--- config.mk ---
export PLATFORM = sky130hd
export DESIGN_NAME = memory_master
export DESIGN_NICKNAME = d
export VERILOG_FILES = /design/src/rtl/memory_master.sv
export SDC_FILE = /design/constraint.sdc
export NUM_CORES = 1
export LEC_CHECK = 0
export CELL_PAD_IN_SITES_DETAIL_PLACEMENT = 0
export CELL_PAD_IN_SITES_GLOBAL_PLACEMENT = 1
export CORE_UTILIZATION = 30
export CTS_BUF_LIST = sky130_fd_sc_hd__clkbuf_8
export DETAILED_ROUTE_END_ITERATION = 7
export MAX_ROUTING_LAYER = met4
export PLACE_DENSITY_LB_ADDON = 0.1
export SYNTH_ARGS = -nofsm -noshare
export SYNTH_HDL_FRONTEND = slang
export SYNTH_SLANG_ARGS = --single-unit
export TNS_END_PERCENT = 100
--- constraint.sdc ---
create_clock -name clock -period 1.47 [get_ports clock]
set_input_delay 0.294 -clock clock [delete_from_list [all_inputs] [get_ports clock]]
set_output_delay 0.294 -clock clock [all_outputs]
set_load 0.01 [all_outputs]
--- src/rtl/memory_master.sv ---
// memory_master: single-outstanding host-to-memory-line master with optional write read-back verify
//
// Ports:
//   clock, reset                 single clock, synchronous active-high reset
//   req_valid/req_ready          host request handshake (ready only when idle)
//   req_write, req_addr, req_wdata   request type, line index, write data
//   rsp_valid/rsp_ready          read response handshake, rsp_rdata holds captured data
//   mem_select, mem_rE, mem_wE, mem_wdata   one-hot line strobes and write data
//   mem_rdata                    shared combinational read bus from the lines
//   wr_error                     sticky write-verify mismatch flag
//
// Build option: define MEMORY_MASTER_WRITE_VERIFY_EN to read every written line
// back in a VERIFY cycle; otherwise wr_error is tied to 0.
module memory_master #(
  parameter int ADDR_WIDTH = 2,
  parameter int DATA_WIDTH = 8
) (
  input  logic                       clock,
  input  logic                       reset,
  input  logic                       req_valid,
  output logic                       req_ready,
  input  logic                       req_write,
  input  logic [ADDR_WIDTH-1:0]      req_addr,
  input  logic [DATA_WIDTH-1:0]      req_wdata,
  output logic                       rsp_valid,
  input  logic                       rsp_ready,
  output logic [DATA_WIDTH-1:0]      rsp_rdata,
  output logic [(2**ADDR_WIDTH)-1:0] mem_select,
  output logic                       mem_rE,
  output logic                       mem_wE,
  output logic [DATA_WIDTH-1:0]      mem_wdata,
  input  logic [DATA_WIDTH-1:0]      mem_rdata,
  output logic                       wr_error
);
  localparam int LINES = 2**ADDR_WIDTH;
  typedef enum logic [2:0] {IDLE, WRITE, VERIFY, READ, RESP} state_t;
`ifdef MEMORY_MASTER_WRITE_VERIFY_EN
  localparam state_t AFTER_WRITE = VERIFY;
`else
  localparam state_t AFTER_WRITE = IDLE;
`endif
  state_t                state_q, state_d;
  logic                  accept, strobe_d;
  logic [ADDR_WIDTH-1:0] addr_q, addr_d;
  logic [DATA_WIDTH-1:0] data_q, data_d;
  logic [LINES-1:0]      select_q;
  logic                  re_q, we_q, rsp_valid_q;
  logic [DATA_WIDTH-1:0] wdata_q, rdata_q;
  assign accept   = state_q == IDLE && req_valid;
  assign addr_d   = accept ? req_addr : addr_q;
  assign data_d   = accept ? req_wdata : data_q;
  always_comb begin
    state_d = state_q == IDLE  ? (req_valid ? (req_write ? WRITE : READ) : IDLE) :
              state_q == WRITE ? AFTER_WRITE :
              state_q == READ  ? RESP :
              state_q == RESP  ? (rsp_ready ? IDLE : RESP) : IDLE;
  end
  // Strobes are registered from the next state so they line up exactly with the state cycle.
  assign strobe_d = state_d == WRITE || state_d == VERIFY || state_d == READ;
  always_ff @(posedge clock) begin
    if (reset) begin
      state_q     <= IDLE;
      addr_q      <= '0;
      data_q      <= '0;
      select_q    <= '0;
      re_q        <= 1'b0;
      we_q        <= 1'b0;
      wdata_q     <= '0;
      rsp_valid_q <= 1'b0;
      rdata_q     <= '0;
    end else begin
      state_q     <= state_d;
      addr_q      <= addr_d;
      data_q      <= data_d;
      select_q    <= strobe_d ? {{(LINES-1){1'b0}}, 1'b1} << addr_d : '0;
      re_q        <= state_d == READ || state_d == VERIFY;
      we_q        <= state_d == WRITE;
      wdata_q     <= state_d == WRITE ? data_d : '0;
      rsp_valid_q <= state_d == RESP;
      rdata_q     <= state_q == READ ? mem_rdata : rdata_q;
    end
  end
`ifdef MEMORY_MASTER_WRITE_VERIFY_EN
  logic wr_error_q;
  always_ff @(posedge clock) begin
    if (reset) wr_error_q <= 1'b0;
    else if (state_q == VERIFY && mem_rdata != data_q) wr_error_q <= 1'b1;
  end
  assign wr_error = wr_error_q;
`else
  assign wr_error = 1'b0;
`endif
  assign req_ready  = state_q == IDLE;
  assign rsp_valid  = rsp_valid_q;
  assign rsp_rdata  = rdata_q;
  assign mem_select = select_q;
  assign mem_rE     = re_q;
  assign mem_wE     = we_q;
  assign mem_wdata  = wdata_q;
endmodule

==> impl_metrics.toml <==
[run_status]
status = "complete, no violations"

[detailed_routing]
ant_nets = 0
avgViaCountPerCell = 4.21
drt_iter0_drc = 16
dr.pass1.iters = 4
avgRoutedWirePerCell_um = 11.1
num_vias = 754
drc_errors = 0
wl_mm = 1.99

[finish]
mostFrequentLayoutCells = "clkdlybuf4s50_1, dfxtp_1, nand2b_1, nor3_2, mux2i_1"
syn_to_final_growth_pct = 57.4
final_cell_area_mm2 = 0.00156
fillCellCount = 307
final_nets = 159
layout-drive-gt1-share = 0.141
layout_commonest_cell = "clkdlybuf4s50_1"
final_util = 0.502
antennaDiodeCount = 0

[grt]
grt_max_degree = 34
grt_pass1_wl_mm = 3.14
grt_overflow = 0
first_global_vias = 700
grtUsageTotal = 0.122
antenna_found_initial = 0

[power_and_ir_drop]
power.internal_mw = 1.07
swShare = 0.208
comb_power_share = 0.133
ir_drop_mv = 0.308
pwr_density_cell_mw_per_mm2 = 864
seq_power_share = 0.540
p_leak_nw = 0.624
clkPwrFrac = 0.327
switchingPower_mw = 0.279
p_total_mw = 1.35

[floorplan]
dieHeight_um = 59.4
core_mm2 = 0.00310
pin_count = 48
start_util = 0.319
die_w_um = 59.4
die-area_mm2 = 0.00353
rows = 20

[logic_synthesis]
syn_inst = 92
yosys_warnings = 0
synth_cell_type_count = 20
yosysSeqAreaShare = 0.526
syn_area_um2 = 990
synth_seq_cells = 26
syn_nets = 115
syn_avg_cell_area_um2 = 10.8

[sta]
finalWorstSetupSlack_ns = 0.0479
finalMaxSlewViolations = 0
min_period_ns = 1.42
finalSetupViolations = 0
timing_hold_violations_final = 0
fin_crit_sh = 0.967
finClkSkew_ns = 0.00235
clock.fmax_mhz = 703

[cts]
postCtsSetupBuffers = 0
clock_latency_ns = 0.26
clk_pin_slew_worst_paths_ns = 0.08
cts_tree = "built"
cts.sinks = 26
h-tree-depth = 1
cts_buffer_depth = 2
cts_root_buf = "clkbuf_8"
cts_hold_buffers = 0
post_cts_resized = 1
cts_buffers = 3

[worst_setup_path]
critPathLaunch = "mem_select[1]"
start_kind = "flop"
r2r-end = "mem_select[0]"
cp.buffers_inverters = 1
cp_slowest_cell = "clkdlybuf4s50_1"
worst_ep_arrival_time_ns = 1.13
cp_data_required_time_ns = 1.18
crit_fanout = 1
slowest_delay_ns = 0.54
path_depth = 1
crit_type = "reg2out"
r2r_cells = 3
crit_end = "mem_select[1]"
r2r_setup_slack_ns = 0.12
critPathCaptureType = "output port"
cp_top_family = "buffers and inverters"
r2r-start = "state_q[1]"
path_cells = "clkdlybuf4s50_1"

[placed_design]
gp_congestion = 0.702
dp_slack_ns = -0.219
dpl_cell_area_mm2 = 0.00149
io_buffers = 46
dp.final_hpwl_mm = 1.38

[hold_path]
min_path_type = "reg2reg"

[flow_run]
drv_cap = 0
[stage by stage]
step | setup TNS [ns] | cells | hold WS [ns]
floorplan | 0 | 92 | 0.364
global placement | -2.07 | 175 | 0.457
detailed placement | -2.22 | 175 | 0.462
CTS | 0 | 179 | 0.479
global route | -0.00101 | 179 | 0.502
finish | 0 | 179 | 0.473
[final cells by class]
type	count	area [µm²]	area share
sequential	26	520	0.334
timing repair buffer	49	504	0.324
multi-input combinational	55	419	0.269
clock buffer	4	55.1	0.0353
tap	44	55.1	0.0353
inverter	1	3.75	0.00241
[synth_stat cells, drive strengths merged]
library cell | n | share of area
nor3 | 11 | 0.10
nor4b | 2 | 0.018
dfxtp | 26 | 0.53
mux2i | 8 | 0.081
or4b | 1 | 0.010
conb | 1 | 0.0038
clkbuf | 5 | 0.019
nand2 | 6 | 0.023
o21ba | 2 | 0.020
nor4 | 2 | 0.013
and3b | 1 | 0.0089
inv | 1 | 0.0038
nor2 | 1 | 0.0038
nand2b | 17 | 0.11
nor3b | 1 | 0.0076
and4b | 2 | 0.020
buf | 5 | 0.034
[power groups by stage]
stage | Clock [mW] | Combinational [mW] | Sequential, mW
after floorplan | 0 | 0.0744 | 0.750
after detailed placement | 0 | 0.180 | 0.744
after global placement | 0 | 0.180 | 0.744
after global routing | 0.483 | 0.193 | 0.730
after CTS | 0.460 | 0.179 | 0.728
final | 0.440 | 0.179 | 0.727
[kinds of logic after synthesis]
kind of cell	count (synthesis)	synth area share
AND/OR/NAND/NOR	44	0.312
AO/OA/AOI/OAI	2	0.0202
buffers and inverters	11	0.0569
flip-flops	26	0.526
other	1	0.00379
multiplexers	8	0.0809
[state kept, by name, indices dropped and copies added, names as in the netlist]
name and cells:
mem_rE 1, mem_select 4, mem_wE 1, mem_wdata 8
rsp_rdata 8, rsp_valid 1, state_q 3
[worst min-delay path by stage]
stage          slack, ns    startpoint            end  cells past startpoint
2_1_floorplan       0.36   req_addr[1]  mem_select[1]                      1
3_3_place_gp        0.46  rsp_rdata[7]   rsp_rdata[7]                      2
3_5_place_dp        0.46  rsp_rdata[2]   rsp_rdata[2]                      2
4_1_cts             0.48  rsp_rdata[2]   rsp_rdata[2]                      2
5_1_grt             0.50  rsp_rdata[2]   rsp_rdata[2]                      2
6_report            0.47  rsp_rdata[4]   rsp_rdata[4]                      2
[routing by layer]
layer	track usage	part of all wire	up-vias
li1	-	-	386
met1	0.149	0.47	340
met2	0.194	0.46	26
met3	0.0240	0.057	2
met4	0.0510	0.0071	0
met5	-	0	-
No activity file was read; power rests on OpenSTA's default activity.
